===== src/rtl/writeback_unit.sv =====
// writeback_unit
//   Last pipeline stage. Owns the register file write port, merging
//   single-cycle ALU results (buffered in a small FIFO) with load responses
//   from data memory, which cannot be stalled and so always win arbitration.
//   Load data is byte/halfword extracted and sign/zero-extended here.
//   A busy mask of outstanding loads is kept for decode-stage stalls.
//
// Ports
//   clk, rst_n                  clock, async active-low reset
//   alu_valid/alu_ready         ALU result handshake (ready = FIFO not full)
//   alu_rd, alu_data            ALU destination and result
//   load_issue_valid/_rd        decode issued a load to rd this cycle
//   mem_rsp_valid/_rd/_data     load response (raw aligned word)
//   mem_rsp_funct3/_offset      load type and byte offset
//   rf_write_enable/addr/data   registered register file write port
//   busy_mask                   bit i set while a load to x_i is outstanding
module writeback_unit #(
  parameter int DATA_WIDTH     = 32,
  parameter int ADDR_WIDTH     = 5,
  parameter int ALU_FIFO_DEPTH = 2
) (
  input  logic                  clk,
  input  logic                  rst_n,
  input  logic                  alu_valid,
  output logic                  alu_ready,
  input  logic [ADDR_WIDTH-1:0] alu_rd,
  input  logic [DATA_WIDTH-1:0] alu_data,
  input  logic                  load_issue_valid,
  input  logic [ADDR_WIDTH-1:0] load_issue_rd,
  input  logic                  mem_rsp_valid,
  input  logic [ADDR_WIDTH-1:0] mem_rsp_rd,
  input  logic [DATA_WIDTH-1:0] mem_rsp_data,
  input  logic [2:0]            mem_rsp_funct3,
  input  logic [1:0]            mem_rsp_offset,
  output logic                  rf_write_enable,
  output logic [ADDR_WIDTH-1:0] rf_write_addr,
  output logic [DATA_WIDTH-1:0] rf_write_data,
  output logic [31:0]           busy_mask
);

  localparam int PW = (ALU_FIFO_DEPTH > 1) ? $clog2(ALU_FIFO_DEPTH) : 1;
  localparam int CW = PW + 1;
  localparam logic [CW-1:0] FULL_CNT = CW'(ALU_FIFO_DEPTH);
  localparam int EW = ADDR_WIDTH + DATA_WIDTH;

  // ---------------------------------------------------------------------
  // ALU result FIFO
  // ---------------------------------------------------------------------
  logic [EW-1:0] fifo_q [ALU_FIFO_DEPTH];
  logic [PW-1:0] wr_ptr, rd_ptr;
  logic [CW-1:0] count;
  logic          push, pop, fifo_empty;

  // Ready is a pure function of state, so no input-to-ready path exists.
  assign alu_ready  = (count != FULL_CNT);
  assign fifo_empty = (count == '0);

  // Results for x0 are handshaken but dropped rather than occupying a slot.
  assign push = alu_valid && alu_ready && (alu_rd != '0);
  // Memory responses cannot be back-pressured, so the FIFO only drains
  // on cycles without one.
  assign pop  = !mem_rsp_valid && !fifo_empty;

  always_ff @(posedge clk) begin
    if (push) fifo_q[wr_ptr] <= {alu_rd, alu_data};
  end

  always_ff @(posedge clk or negedge rst_n) begin
    if (!rst_n) begin
      wr_ptr <= '0;
      rd_ptr <= '0;
      count  <= '0;
    end else begin
      // Depth is a power of two, so pointers wrap naturally.
      if (push) wr_ptr <= wr_ptr + 1'b1;
      if (pop)  rd_ptr <= rd_ptr + 1'b1;
      case ({push, pop})
        2'b10:   count <= count + 1'b1;
        2'b01:   count <= count - 1'b1;
        default: count <= count;
      endcase
    end
  end

  // ---------------------------------------------------------------------
  // Load data extraction
  // ---------------------------------------------------------------------
  function automatic logic [DATA_WIDTH-1:0] load_extract(
    input logic [DATA_WIDTH-1:0] d,
    input logic [2:0]            f3,
    input logic [1:0]            off
  );
    logic [7:0]  b;
    logic [15:0] h;
    b = d[8*off +: 8];
    // Halfwords are assumed aligned; offset[0] is don't-care.
    h = d[16*off[1] +: 16];
    case (f3)
      3'b000:  load_extract = {{(DATA_WIDTH-8){b[7]}}, b};
      3'b001:  load_extract = {{(DATA_WIDTH-16){h[15]}}, h};
      3'b100:  load_extract = {{(DATA_WIDTH-8){1'b0}}, b};
      3'b101:  load_extract = {{(DATA_WIDTH-16){1'b0}}, h};
      default: load_extract = d;  // LW and unused encodings
    endcase
  endfunction

  // ---------------------------------------------------------------------
  // Arbitration and registered write port
  // ---------------------------------------------------------------------
  logic                  sel_valid;
  logic [ADDR_WIDTH-1:0] sel_rd;
  logic [DATA_WIDTH-1:0] sel_data;

  always_comb begin
    sel_valid = 1'b0;
    sel_rd    = '0;
    sel_data  = '0;
    if (mem_rsp_valid) begin
      sel_valid = 1'b1;
      sel_rd    = mem_rsp_rd;
      sel_data  = load_extract(mem_rsp_data, mem_rsp_funct3, mem_rsp_offset);
    end else if (pop) begin
      sel_valid = 1'b1;
      {sel_rd, sel_data} = fifo_q[rd_ptr];
    end
  end

  always_ff @(posedge clk or negedge rst_n) begin
    if (!rst_n) begin
      rf_write_enable <= 1'b0;
      rf_write_addr   <= '0;
      rf_write_data   <= '0;
    end else if (sel_valid && (sel_rd != '0)) begin
      rf_write_enable <= 1'b1;
      rf_write_addr   <= sel_rd;
      rf_write_data   <= sel_data;
    end else begin
      // Address/data hold when idle to avoid needless toggling.
      rf_write_enable <= 1'b0;
    end
  end

  // ---------------------------------------------------------------------
  // Load scoreboard
  // ---------------------------------------------------------------------
  logic [31:0] busy_q, busy_nxt;

  always_comb begin
    busy_nxt = busy_q;
    if (mem_rsp_valid) busy_nxt[mem_rsp_rd] = 1'b0;
    // Applied after the clear so a same-cycle reissue keeps the bit set.
    if (load_issue_valid) busy_nxt[load_issue_rd] = 1'b1;
    busy_nxt[0] = 1'b0;
  end

  always_ff @(posedge clk or negedge rst_n) begin
    if (!rst_n) busy_q <= '0;
    else        busy_q <= busy_nxt;
  end

  assign busy_mask = busy_q;

endmodule


===== config.mk =====
export PLATFORM = sky130hd
export DESIGN_NAME = writeback_unit
export DESIGN_NICKNAME = d
export VERILOG_FILES = /design/src/rtl/writeback_unit.sv
export SDC_FILE = /design/constraint.sdc
export NUM_CORES = 1
export LEC_CHECK = 0
export BUFFER_PORTS_ARGS = -buffer_cell sky130_fd_sc_hd__buf_2
export CELL_PAD_IN_SITES_DETAIL_PLACEMENT = 1
export CELL_PAD_IN_SITES_GLOBAL_PLACEMENT = 1
export CORE_MARGIN = 1
export CORE_UTILIZATION = 46
export DETAILED_ROUTE_END_ITERATION = 6
export PLACE_DENSITY = 0.82
export SYNTH_ARGS = -nofsm -noshare
export SYNTH_HDL_FRONTEND = slang
export SYNTH_SLANG_ARGS = --single-unit

===== constraint.sdc =====
create_clock -name clk -period 5.6 [get_ports clk]
set_clock_uncertainty 0.2 [all_clocks]
set_input_delay 1.12 -clock clk [delete_from_list [all_inputs] [get_ports clk]]
set_output_delay 1.12 -clock clk [all_outputs]
set_load 0.1 [all_outputs]

# Yosys cells after proc, flatten, opt, wreduce, memory -nomap -nowiden
# Memory sizes are Yosys's and may differ from the RTL's.
# Index checks and enable logic that the tools add are counted.
[classes]
n_lt_le_gt_ge = 4
n_div = 0
bitwise = 3
multipliers = 0
n_eq_ne = 6
reduce_logical = 13
n_addsub = 4
shifts = 2
n_mux = 17
[ops]
columns = ["cell", "n"]
rows = [
  ["32-bit 2-to-1 mux", 4],
  ["32-bit one-hot mux with 4 select lines", 1],
  ["32-bit bitwise AND", 1],
  ["32-bit inverter", 1],
  ["32-bit OR", 1],
  ["32-bit by 6-bit indexed part select with 16-bit output", 1],
  ["32-bit by 6-bit indexed part select with 8-bit output", 1],
  ["5-bit by 6-bit less-than comparator with 1-bit output (second input constant)", 2],
  ["1-bit demux with 5-bit select", 2],
  ["5-bit by 1-bit >= comparator with 1-bit output (second input constant)", 2],
  ["5-bit 2-to-1 mux", 2],
  ["5-bit nonzero test", 2],
  ["1-bit 2-to-1 mux", 7],
  ["3-bit == test (second input constant)", 2],
  ["1-bit logical AND", 6],
  ["2-bit one-hot mux with 2 select lines", 1],
  ["3-bit by 1-bit == test with 1-bit output (second input constant)", 1],
  ["3-bit logical NOT", 1],
  ["1-bit adder (second input constant)", 2],
  ["2-bit by 1-bit adder with 2-bit output (second input constant)", 1],
  ["2-bit by 1-bit == test with 1-bit output (second input constant)", 1],
  ["2-bit == test (second input constant)", 1],
  ["1-bit logical NOT", 2],
  ["2-bit logical NOT", 1],
  ["3 further kinds", 3],
]
[totals]
output_inout_bits = 71
memories = 1
mem_bits_rw = 74
register_bits = 73
latch_bits = 0
inputBits = 89
mem_bits_ro = 0
[memory_table]
columns = ["name", "words", "word_bits", "read_ports", "rd_clocked_by_memory_dff", "wr", "line_no", "source"]
rows = [
  ["fifo_q", 2, 37, 1, 0, 1, "49", "logic [EW-1:0] fifo_q [ALU_FIFO_DEPTH];"],
]

# Depth between registers and ports, before layout
# Gate-level depths: netlist of the first run.
[depth]
ltp_word = 9
ltp_mapped = 8
depth_no_buf = 6

# Worst setup path before layout of the first run
# No wires, ideal clock.
[synth_timing]
path_type = "register to register"
start = "reg count[0]"
end = "mem fifo_q[0][0] in the netlist's numbering (enable)"
n_path_buf = 0
t_required_ps = 4969
path_slack_ps = 1781
period_less_slack_ps = 3819
setup_ps = 431
arrival_ps = 3188
stages_incl_launch_ff = 4
cell_sequence = "dfrtp_1 -> nand2b_1 -> o211ai_1 -> nor2_1"
[synth_via]
elab_chain_len = 5
[synth_rtl]
columns = ["element", "line_no", "source"]
rows = [
  ["start: declaration", "51", "logic [CW-1:0] count;"],
  ["start signal: assignment", "78", "2'b10: count <= count + 1'b1;"],
  ["start signal: assignment", "79", "2'b01: count <= count - 1'b1;"],
  ["start signal: assignment", "80", "default: count <= count;"],
  ["2-bit inequality test", "55", "assign alu_ready = (count != FULL_CNT);"],
  ["named net alu_ready", "25", "output logic alu_ready,"],
  ["1-bit logical AND (2 in series)", "59", "assign push = alu_valid && alu_ready && (alu_rd != '0);"],
  ["1-bit 2-to-1 mux", "65", "if (push) fifo_q[wr_ptr] <= {alu_rd, alu_data};"],
  ["1-bit 2-to-1 mux (not written as such)", "65", ""],
  ["end: declaration", "49", ""],
]
# The timed path passes the listed nets, and every way through them passes these cells.

# Worst setup path in the final report of the first run
[layout_timing]
start = "in mem_rsp_valid"
end = "reg rf_write_data[7]"
[layout_via]
elab_chain_len = 6
[layout_rtl]
columns = ["element", "line_no", "source"]
rows = [
  ["start: declaration", "30", "input logic mem_rsp_valid,"],
  ["1-bit logical NOT", "62", "assign pop = !mem_rsp_valid && !fifo_empty;"],
  ["1-bit logical AND", "62", ""],
  ["5-bit 2-to-1 mux", "122", "end else if (pop) begin"],
  ["5-bit 2-to-1 mux", "118", "if (mem_rsp_valid) begin"],
  ["5-bit nonzero test", "133", "end else if (sel_valid && (sel_rd != '0)) begin"],
  ["1-bit logical AND", "133", ""],
  ["end signal: assignment", "136", "rf_write_data <= sel_data;"],
  ["end: declaration", "37", "output logic [DATA_WIDTH-1:0] rf_write_data,"],
]
# Several ways; a longest one is shown, not always the timed one.
# A chain may end at the register's enable or synchronous reset.

==> results.md, run 1 <==
- Status: completed
- Number of max-cap violations: 0
- Peak VDD IR: 0.000492 V
- Layout area overhead: 21.4%
- CP max FO: 32
- R2R Path End: rf_write_data[7]$_DFFE_PN0P_
- Critical path capture point type: flop
- Min-delay src: busy_mask[5]$_DFF_PN0_
- # nets final: 760
- Post-synth cell types: 47
- Final ANT Viol Nets: 0
- RSZ-0062 raised after global routing: false
- IO Pins: 160
- Final slew viol count: 0
- DRC viols: 0
- Sequential area share after synthesis: 59.4%
- Clk root buf: clkbuf_16
- Dpl cells: 835
- First-pass DRT Iterations: 5
- Via count: 5245
- Clock tree buffer depth: 2
- # port buffers: 158
- Yosys top cell area share: 32.6%
- Setup CP Type: input port to flop
- Via density: 6.02
- Hold path endpoint: busy_mask[5]$_DFF_PN0_
- Detailed Route WL: 20400 µm
- Yosys Warn Count: 0
- Reg2Reg Depth: 5
- CTS sink count: 147
- Post-detail-place hpwl: 14100 µm
- Leakage power: 3.50 nW
- Dominant synthesized flop cell: edfxtp_1
- Post-CTS Resized: 0
- Worst hold slack: 317 ps
- Die Span Y: 124 µm
- All-layer global routing usage: 28.3%
- Fmax: 254 MHz
- Cell taking the most area after synthesis: edfxtp_1
- CTS H-Tree Depth: 4
- Sum Neg Setup Slack: 0 ps
- CTS buffer count: 17
- Routability cong.: 0.815
- CTS tree: yes
- Top cells by area, synth: edfxtp_1, dfrtp_1, mux2i_1
- Core area: 14500 µm²
- Final period utilization: 70.4%
- R2R setup slack: 2070 ps
- Clock Latency Late Sink: 430 ps
- Storage element area: 4050 µm²
- Largest net degree at the start of global routing: 74
- Crit start category: input port
- Die Wd: 124 µm
- Register bit total from synthesis: 147
- Endpoints failing hold: 0
- CP Data Arrival Time: 4030 ps
- Slew margin rel.: 22.3%
- Fill count: 1516
- Async set-reset flop share out of synthesis: 49.7%
- # hold bufs at CTS: 0
- Gate Count Post-Synth: 528
- Worst Tran Pin Value: 1160 ps
- Iter 0 DRT Violations: 358
- Standard-cell rows: 44
- Hold WC Path Type: flop to flop
- Drt wl/cell: 23.5 µm
- Avg Cell Area, Syn: 12.9 µm²
- Min cycle time layout: 3940 ps
- Initial antenna violation count: 3
- Critical path startpoint: mem_rsp_valid
- Post-synth EDFFs: 74
- Vias in the first global route: 5623
- PwrDens: 627 nW/µm²
- Initial Util: 47.1%
- Multi-input gate area: 2580 µm²
- Synthesized Nets: 618
- Worst EP required: 5690 ps
- Clock transition at path regs: 60 ps
- Die footprint: 15300 µm²
- Grt total ovfl: 0
- Cells on Worst Hold Path: 2
- Post-CTS Setup Bufs: 0
- First-pass GRT wire length: 31300 µm
- Critical R2R Launch: count[0]$_DFFE_PN0P_
- Finished Layout Cells: 871
- # setup viols final: 0
- Synthesized area: 6820 µm²
- Layout cells sized above 1: 35.1%
[stage by stage]
stage	worst slack [ps]	instance area, µm²	total power [mW]	utilization [%]
5_1_grt	1500	8280	5.38	57.2
2_1_floorplan	1780	6820	3.60	-
4_1_cts	1680	8270	5.22	57.1
3_5_place_dp	1280	7690	4.11	53.1
3_3_place_gp	1550	7690	4.03	53.1
6_report	1660	8280	5.19	57.2
[worst max-delay path by stage]
stage,end,cells past startpoint
after global placement,rf_write_data[8]$_DFFE_PN0P_,6
after CTS,rf_write_data[7]$_DFFE_PN0P_,6
after floorplan,fifo_q[0][0]$_DFFE_PP_,3
final,rf_write_data[7]$_DFFE_PN0P_,6
after global routing,rf_write_data[7]$_DFFE_PN0P_,6
after detailed placement,rf_write_data[8]$_DFFE_PN0P_,6
[layout by cell type (no fill, tap or decap), types with 2 or more instances in the layout]
cell / count
o31a_1: 2
o21ai_0: 62
a21oi_1: 16
o221ai_1: 23
nor3b_1: 2
dfrtp_1: 72
clkbuf_8: 4
nor2_4: 2
nand2_1: 29
mux2_1: 4
clkbuf_1: 2
and3b_1: 8
mux2i_1: 37
a22oi_1: 7
xnor2_1: 4
nand2b_1: 3
or3_1: 2
clkbuf_16: 19
buf_4: 2
nor2_1: 13
inv_4: 2
a2111oi_0: 8
nand3b_1: 17
inv_1: 5
mux2_2: 16
mux2_4: 21
nor2b_1: 8
buf_2: 157
a31oi_1: 23
edfxtp_1: 74
or3b_2: 5
clkinv_2: 4
nand3_1: 4
nor3_1: 3
diode_2: 4
a221o_1: 6
[synthesized netlist by cell type (2+ instances only)]
| library cell | count |
|---|---|
| or3_1 | 2 |
| buf_6 | 5 |
| nor2b_1 | 8 |
| edfxtp_1 | 74 |
| o221ai_1 | 23 |
| nand3b_1 | 17 |
| nand2b_1 | 3 |
| nand3_1 | 4 |
| inv_1 | 5 |
| o31a_1 | 2 |
| a221o_1 | 6 |
| a2111oi_0 | 8 |
| mux2_1 | 4 |
| clkbuf_1 | 21 |
| buf_1 | 5 |
| xnor2_1 | 4 |
| a31oi_1 | 23 |
| and3b_1 | 8 |
| nor3b_1 | 2 |
| or3b_2 | 5 |
| o21ai_0 | 62 |
| buf_2 | 4 |
| mux2i_1 | 37 |
| mux2_4 | 21 |
| a21oi_1 | 16 |
| mux2_2 | 16 |
| nor2_1 | 15 |
| dfrtp_1 | 73 |
| a22oi_1 | 7 |
| nand2_1 | 29 |
| nor3_1 | 3 |
[sequential cells by signal, indices dropped and copies added (netlist names)]
signal and flops:
busy_mask 31, count 2, fifo_q 74, rd_ptr 1, rf_write_addr 5, rf_write_data 32, rf_write_enable 1, wr_ptr 1
[logic make-up (layout without fill, tap and decap cells)]
logic type | after synthesis | count (layout) | synth area share (%)
other cells | 1 | 5 | 0.0550
fa+ha+maj | 1 | 1 | 0.183
flops | 147 | 147 | 59.4
mux | 79 | 79 | 13.7
simple gates | 99 | 99 | 8.26
xor+xnor | 5 | 5 | 0.642
compound gates | 154 | 154 | 14.8
buf+inv | 42 | 197 | 2.99
[critical path, cell delays in order]
cell and delay [ps]:
buf_2 270, o21bai_2 560, a21oi_1 770, a211oi_4 200
inv_2 670, mux2_1 410
[layer usage]
layer | part of all wire, % | wire length, µm | GRT usage (%) | vias up
met1 | 42 | 8510 | 36.1 | 2659
met5 | 0 | 0 | 0 | -
met2 | 49 | 10100 | 45.7 | 215
met3 | 6.3 | 1280 | 7.65 | 42
li1 | - | - | - | 2329
met4 | 2.7 | 551 | 11.6 | 0
[report_power, final]
group	switching [mW]	total, mW	internal, mW
registers	0.247	1.72	1.48
clock network	0.439	1.10	0.665
logic	1.86	2.37	0.509
[layout make-up]
cell class | count | share of cell area, %
Antenna cell | 4 | 0.121
Clock buffer | 25 | 6.50
Clock inverter | 7 | 0.499
Inverter | 6 | 0.272
Multi-Input combinational cell | 339 | 31.2
Sequential cell | 147 | 48.9
Tap cell | 184 | 2.78
Timing Repair Buffer | 159 | 9.67
Note: power is estimated with default switching activity, not from simulation.
==> run 2, diff against run 1 <==
ABC_AREA = 1   (was default)
CORE_UTILIZATION = 41   (was 46)
PLACE_DENSITY = 0.77   (was 0.82)
clock period = 4.1 ns   (was 5.6 ns; I/O delays follow)
==> run 2 against run 1 <==
Net effect: cell count is 27% higher; flip-flop and latch count stayed put; count of clock-buffer cells in the layout is 1 lower; synthesized cell count increased by 38%; critical path depth increased by 2; power grew 34%; wire length is 2.8% higher; first-iteration DRC count is 15% higher; hold slack worse by 13 ps; global-route usage fell by 3.1 points; worst setup slack worse by 290 ps; register-to-register slack got worse by 700 ps.
==> results.md, run 2 <==
- Top reg by flops: fifo_q
- IO Pins: 160 (unchanged)
- Worst path slowest cell: dfrtp_2
- Clk network pwr share: 21.7% (+0.4 points)
- Routability cong.: 0.917 (+13%)
- Synthesized area: 6870 µm² (+0.72%)
- Crit start category: flop
- CP max FO: 51 (+59%)
- Slew margin rel.: 28.0% (+5.7 points)
- Synth top cells by count: nand2_1, o21ai_0, edfxtp_1, dfrtp_1, nand3_1
- Layout area overhead: 22.1%
- Final period utilization: 66.6%
- Number of max-cap violations: 0 (unchanged)
- Post-synth cell types: 31 (-34%)
- Net switching power: 3.47 mW (+36%)
- Post-detail-place hpwl: 15100 µm (+7.0%)
- Sum Neg Setup Slack: 0 ps (unchanged)
- Initial antenna violation count: 0 (-3)
- Final slew viol count: 0 (unchanged)
- Internal power: 3.47 mW (+31%)
- Tot Pwr: 6.93 mW (+34%)
- Synthesized Nets: 817 (+32%)
- Worst Tran Pin Value: 1080 ps (-85.1 ps)
- Min cycle time layout: 2730 ps
- RSZ-0062 raised after global routing: false
- First-pass DRT Iterations: 4 (-1)
- Cell taking the most area after synthesis: edfxtp_1
- Post-synth EDFFs: 74 (unchanged)
- Critical path capture point type: flop
- Detailed Route WL: 21000 µm (+2.8%)
- PwrDens: 827 nW/µm² (+32%)
- Most common cell in the netlist: nand2_1
- Clock tree buffer depth: 2 (unchanged)
- Yosys Warn Count: 0 (unchanged)
- Vias in the first global route: 6256 (+11%)
- CP Data Arrival Time: 2840 ps (-1190 ps)
- CP Cell Sequence: o21ai_1, nand2_1, nand2_2, nor2_4, nand3_2, buf_4, nand2_1, nand2_1
- Commonest non-fill, non-tap cell in the layout: nand2_1
- Yosys top cell area share: 32.4% (-0.23 points)
- Finished Layout Cells: 1105 (+27%)
- Placed instance area: 7820 µm² (+1.7%)
- Clock Latency Late Sink: 430 ps (about the same)
- CTS tree: yes
- Met3 usage: 4.40% (-3.2 points)
- Switch share: 50.0% (+1.1 points)
- Max reg flops: 74 (unchanged)
- Gate Count Post-Synth: 727 (+38%)
- Standard-cell rows: 46 (+4.5%)
- Setup CP Type: flop to flop
- DRC viols: 0 (unchanged)
- Cell mode on critical path: nand2_1
- Sequential area share after synthesis: 59.0% (-0.42 points)
- # nets final: 966 (+27%)
- Fmax: 366 MHz
- Design area: 8390 µm² (+1.3%)
- Clk root buf: clkbuf_16
- ANT cells: 0 (-4)
- Commonest non-fill, non-tap cells in the layout: nand2_1, buf_2, o21ai_0
- Status: completed
- GRT met2 Usage: 42.1% (-3.6 points)
- Die Wd: 131 µm (+6.2%)
- Slowest cell delay on critical path: 1050 ps (+280 ps)
- Final ANT Viol Nets: 0 (unchanged)
- Register bit total from synthesis: 147 (unchanged)
- Endpoints failing hold: 0 (unchanged)
- Dominant synthesized flop cell: edfxtp_1
- First-pass GRT wire length: 33500 µm (+6.8%)
- # port buffers: 158 (unchanged)
- CTS sink count: 147 (unchanged)
- Dpl cells: 1073 (+29%)
- Combinational power share: 45.2% (-0.4 points)
- Die Span Y: 131 µm (+6.2%)
- CTS H-Tree Depth: 4 (unchanged)
- Post-CTS Setup Bufs: 0 (unchanged)
- Initial Util: 42.6% (-4.5 points)
- All-layer global routing usage: 25.3% (-3.1 points)
- CTS buffer count: 17 (unchanged)
- Core area: 16100 µm² (+11%)
- Iter 0 DRT Violations: 412 (+15%)
- Avg Cell Area, Syn: 9.45 µm² (-27%)
- Via count: 5904 (+13%)
- CP delay by family, top: flip-flops
- Peak VDD IR: 0.000447 V (-9.3%)
- Register share of total power: 33.1% (about the same)
- Die footprint: 17300 µm² (+13%)
- Clock transition at path regs: 60 ps (about the same)
- GR Util met1: 32.8% (-3.2 points)
- Via density: 5.34 (-11%)
- Hold WC Path Type: flop to flop
- Grt total ovfl: 0 (unchanged)
- Drt wl/cell: 19.0 µm (-19%)
- Most Crowded Layer GR: met2
- Worst EP required: 4210 ps (-1480 ps)
- # hold bufs at CTS: 0 (unchanged)
- # setup viols final: 0 (unchanged)
- Post-CTS Resized: 0 (unchanged)
- Top cells by area, synth: edfxtp_1, dfrtp_1, nand2_1
- Async set-reset flop share out of synthesis: 49.7% (unchanged)
- Crit path buf inv count: 1 (-1)
- Largest net degree at the start of global routing: 74 (unchanged)
- Leakage power: 3.99 nW (+14%)
- Layout cells sized above 1: 26.2% (-8.9 points)
==> run 2: cell count changes in the layout (fill, tap and decap cells not counted), sizes merged, moves of 32 or more <==
| cell | delta |
|---|---|
| inv | +43 |
| mux2i | -37 |
| nand2 | +201 |
| nand3 | +48 |
| nand4 | +32 |
==> run 2: logic make-up (layout without fill, tap and decap cells) <==
logic type | Yosys count | count (layout) | share of synthesized area [%]
adders and majority gates | 1 | 1 | 0.182
muxes | 24 | 24 | 3.94
xor gates and xnor gates | 4 | 4 | 0.510
other | 1 | 1 | 0.0546
and+or+nand+nor | 352 | 352 | 21.8
DFF | 147 | 147 | 59.0
buffers and inverters | 85 | 247 | 5.50
AOI/OAI and AO/OA | 113 | 113 | 9.07
==> run 2: path summary, 6_finish.rpt <==
kind	from	to	slack, ps	depth (start not counted)
min reg2reg	busy_mask[3]$_DFF_PN0_	busy_mask[3]$_DFF_PN0_	300	2
max	rd_ptr$_DFFE_PN0P_	rf_write_data[0]$_DFFE_PN0P_	1370	8
min	busy_mask[3]$_DFF_PN0_	busy_mask[3]$_DFF_PN0_	300	2
max in group asynchronous	rst_n	rf_write_data[23]$_DFFE_PN0P_	2720	1
min in group asynchronous	rst_n	rd_ptr$_DFFE_PN0P_	330	1
max reg2reg	rd_ptr$_DFFE_PN0P_	rf_write_data[0]$_DFFE_PN0P_	1370	8
==> run 2: power groups by stage <==
stage / Combinational [mW] / Sequential, mW / Clock [mW]
after floorplan: 0.930 / 3.82 / 0
after CTS: 3.15 / 2.30 / 1.52
after global routing: 3.28 / 2.33 / 1.58
after global placement: 3.06 / 2.29 / 0
after detailed placement: 3.13 / 2.32 / 0
final: 3.14 / 2.29 / 1.50
==> run 2: worst min-delay path, delay by kind of cell, from the launching register on <==
kind,cells,cell delay [ps]
AOI/OAI and AO/OA,2,130
DFF,1,330
==> run 2: area by class of cell <==
| cell class | instances | area [µm²] |
|---|---|---|
| Clock buffer | 24 | 494 |
| Clock inverter | 8 | 72.6 |
| Fill cell | 1871 | 7730 |
| Inverter | 49 | 184 |
| Multi-Input combinational cell | 495 | 2460 |
| Sequential cell | 147 | 4050 |
| Tap cell | 216 | 270 |
| Timing Repair Buffer | 166 | 853 |
==> run 2: layer usage <==
layer  part of all wire [%]  up-vias
met5                      0        -
met4                    1.9        0
met3                    5.4       29
met2                     49      206
met1                     44     2902
li1                       -     2767
==> run 2: stage by stage <==
step | setup WS [ps] | utilization (%) | hold WS (ps)
6_report | 1370 | 52.0 | 304
2_1_floorplan | 459 | - | 299
3_3_place_gp | 1180 | 48.5 | 281
3_5_place_dp | 1070 | 48.5 | 296
5_1_grt | 1120 | 52.0 | 344
4_1_cts | 1370 | 52.0 | 309
==> run 3, diff against run 2 <==
ABC_AREA = 0   (was 1)
CORE_UTILIZATION = 39   (was 41)
PLACE_DENSITY = 0.73   (was 0.77)
clock period = 2.5 ns   (was 4.1 ns; I/O delays follow)
==> run 3 against run 2 <==
Net effect: register-to-register slack got worse by 1200 ps; worst setup slack got worse by 1200 ps; combinational power rose by 76%; critical path depth fell by 4; cell area rose by 1.8%; hold slack got worse by 250 ps; cell count fell by 16%; first-iteration DRC count fell by 8.3%; non-clock buffer count rose by 17; largest cell class unchanged.
==> results.md, run 3 (synthesized netlist as in run 1, its figures left out) <==
- Status: completed
- Worst Tran Pin Value: 1160 ps (+80.3 ps)
- Core area: 16800 µm² (+4.4%)
- IO Pins: 160 (unchanged)
- Final ANT Viol Nets: 0 (unchanged)
- Layout cells sized above 1: 37.1% (+11 points)
- Fill count: 1793 (-4.2%)
- Register share of total power: 31.5% (-1.6 points)
- Worst EP required: 2340 ps (-1870 ps)
- Endpoints failing hold: 0 (unchanged)
- Fmax: 429 MHz (+17%)
- Highest metal used: met4
- Final setup margin: 167 ps (-1200 ps)
- First-pass GRT wire length: 31800 µm (-4.9%)
- # setup viols final: 0 (unchanged)
- Post-CTS Setup Bufs: 0 (unchanged)
- Via density: 5.59 (+4.7%)
- Storage element area: 4050 µm² (unchanged)
- Vias in the first global route: 5637 (-9.9%)
- Design area: 8540 µm² (+1.8%)
- Layout area overhead: 25.3%
- Cells on Worst Hold Path: 1 (-1)
- Switch share: 48.3% (-1.7 points)
- Hold path endpoint: fifo_q[0][31]$_DFFE_PP_
- Metal-1 WL: 8700 µm (-5.6%)
- Die Span Y: 134 µm (+2.1%)
- Reg2Reg Depth: 4 (-4)
- CP max FO: 37 (-27%)
- R2R Path End: fifo_q[0][16]$_DFFE_PP_
- Initial antenna violation count: 2 (+2)
- Slew margin rel.: 22.5% (-5.5 points)
- # nets final: 785 (-19%)
- CTS tree: yes
- Die Wd: 134 µm (+2.1%)
- Commonest non-fill, non-tap cell in the layout: buf_2
- Largest net degree at the start of global routing: 51 (-31%)
- # port buffers: 158 (unchanged)
- CTS sink count: 147 (unchanged)
- Dpl cells: 894 (-17%)
- Number of max-cap violations: 0 (unchanged)
- Worst hold slack: 55.3 ps (-249 ps)
- Max reg flops: 74 (unchanged)
- Peak VDD IR: 0.000846 V (+89%)
- Sum Neg Setup Slack: 0 ps (unchanged)
- Commonest non-fill, non-tap cells in the layout: buf_2, edfxtp_1, dfrtp_1
- Clk network pwr share: 21.5% (-0.2 points)
- Combinational power share: 46.9% (+1.7 points)
- Min-delay src: alu_data[31]
- DRC viols: 0 (unchanged)
- Initial Util: 40.5% (-2.1 points)
- Clock tree buffer depth: 2 (unchanged)
- Met3 WL post-DR: 1320 µm (+17%)
- Placed instance area: 7920 µm² (+1.3%)
- Critical path capture point type: flop
- Setup CP Type: flop to flop
- Internal power: 6.08 mW (+75%)
- Met2 wire length: 10100 µm (-1.8%)
- CTS H-Tree Depth: 4 (unchanged)
- CTS buffer count: 17 (unchanged)
- Final period utilization: 93.3% (+27 points)
- Multi-input gate area: 2590 µm² (+5.3%)
- Post-detail-place hpwl: 14700 µm (-2.6%)
- PwrDens: 1380 nW/µm² (+67%)
- Detailed Route WL: 20500 µm (-2.5%)
- Finished Layout Cells: 930 (-16%)
- CP Data Arrival Time: 2170 ps (-670 ps)
- Crit start category: flop
- Final slew viol count: 0 (unchanged)
- Grt total ovfl: 0 (unchanged)
- Critical R2R Launch: count[0]$_DFFE_PN0P_
- Routability cong.: 0.884 (-3.7%)
- Place WS: -48.4 ps (-1120 ps)
- Hold WC Path Type: input port to flop
- First-pass DRT Iterations: 4 (unchanged)
- Iter 0 DRT Violations: 378 (-8.3%)
- Min cycle time layout: 2330 ps (-399 ps)
- Via count: 5203 (-12%)
- R2R setup slack: 170 ps (-1200 ps)
- Net switching power: 5.69 mW (+64%)
- All-layer global routing usage: 23.6% (-1.6 points)
- Drt wl/cell: 22.0 µm (+16%)
- Clock Latency Late Sink: 430 ps (about the same)
- Die footprint: 18000 µm² (+4.3%)
- Clk root buf: clkbuf_16
- Standard-cell rows: 47 (+2.2%)
- Top reg by flops: fifo_q
- Clock transition at path regs: 60 ps (about the same)
- RSZ-0062 raised after global routing: false
- Leakage power: 3.63 nW (-9.0%)
- Post-CTS Resized: 0 (unchanged)
## run 3: cell types whose count changed in the layout (fill, tap and decap cells not counted), sizes merged, moves of 16 or more
| cell | before | now |
|---|---|---|
| o221ai | 0 | 23 |
| buf | 166 | 182 |
| mux2i | 0 | 37 |
| inv | 51 | 7 |
| nor2 | 35 | 16 |
| mux2 | 24 | 41 |
| nand3b | 0 | 17 |
| nand2 | 230 | 29 |
| nand4 | 32 | 0 |
| nand3 | 52 | 4 |
| o21ai | 84 | 62 |
| a31oi | 0 | 23 |
## run 3: worst max-delay path, cell delays in order, from the launching register on
cell and delay, ps:
dfrtp_1 420, nand2b_2 160, o211ai_1 90, buf_4 180
nor2_4 870
## run 3: timing repair
item | CTS | global route
hold endpoints to repair | 48 | 0
hold buffers | 1 | 0
setup endpoints to repair | 0 | 37
## run 3: layout make-up
| type | count | share of cell area, % |
|---|---|---|
| flip-flops and latches | 147 | 47.4 |
| multi-input cells | 340 | 30.4 |
| repair buffers | 183 | 11.7 |
| clock buffers | 27 | 6.65 |
| well taps | 220 | 3.22 |
| clock inverters | 5 | 0.381 |
| inverters | 6 | 0.264 |
| diodes | 2 | 0.0586 |
## run 3: per-layer routing
metal	vias to the layer above	GRT usage [%]
met2	193	38.8
met5	-	0
met1	2609	30.6
li1	2374	-
met4	0	9.24
met3	27	4.95
## run 3: through the flow
stage / power (mW) / util (%)
2_1_floorplan: 8.07 / -
3_5_place_dp: 9.27 / 47.1
5_1_grt: 12.2 / 50.8
4_1_cts: 11.8 / 50.7
6_report: 11.8 / 50.8
3_3_place_gp: 9.13 / 47.1
## run 3: how the worst max path moves through the flow
stage	startpoint	endpoint	slack [ps]	depth (start not counted)
3_5_place_dp	alu_rd[3]	fifo_q[1][22]$_DFFE_PP_	-50	5
3_3_place_gp	alu_rd[0]	fifo_q[0][18]$_DFFE_PP_	60	5
6_report	count[0]$_DFFE_PN0P_	fifo_q[0][16]$_DFFE_PP_	170	4
4_1_cts	count[0]$_DFFE_PN0P_	fifo_q[1][10]$_DFFE_PP_	60	4
5_1_grt	count[0]$_DFFE_PN0P_	fifo_q[0][7]$_DFFE_PP_	20	4
2_1_floorplan	mem_rsp_rd[3]	rf_write_data[10]$_DFFE_PN0P_	-40	8
## run 3: power groups by stage
stage | Clock, mW | Sequential [mW] | Combinational (mW)
6_report | 2.53 | 3.71 | 5.52
5_1_grt | 2.68 | 3.78 | 5.75
2_1_floorplan | 0 | 6.49 | 1.59
3_3_place_gp | 0 | 3.71 | 5.42
3_5_place_dp | 0 | 3.74 | 5.53
4_1_cts | 2.58 | 3.71 | 5.54
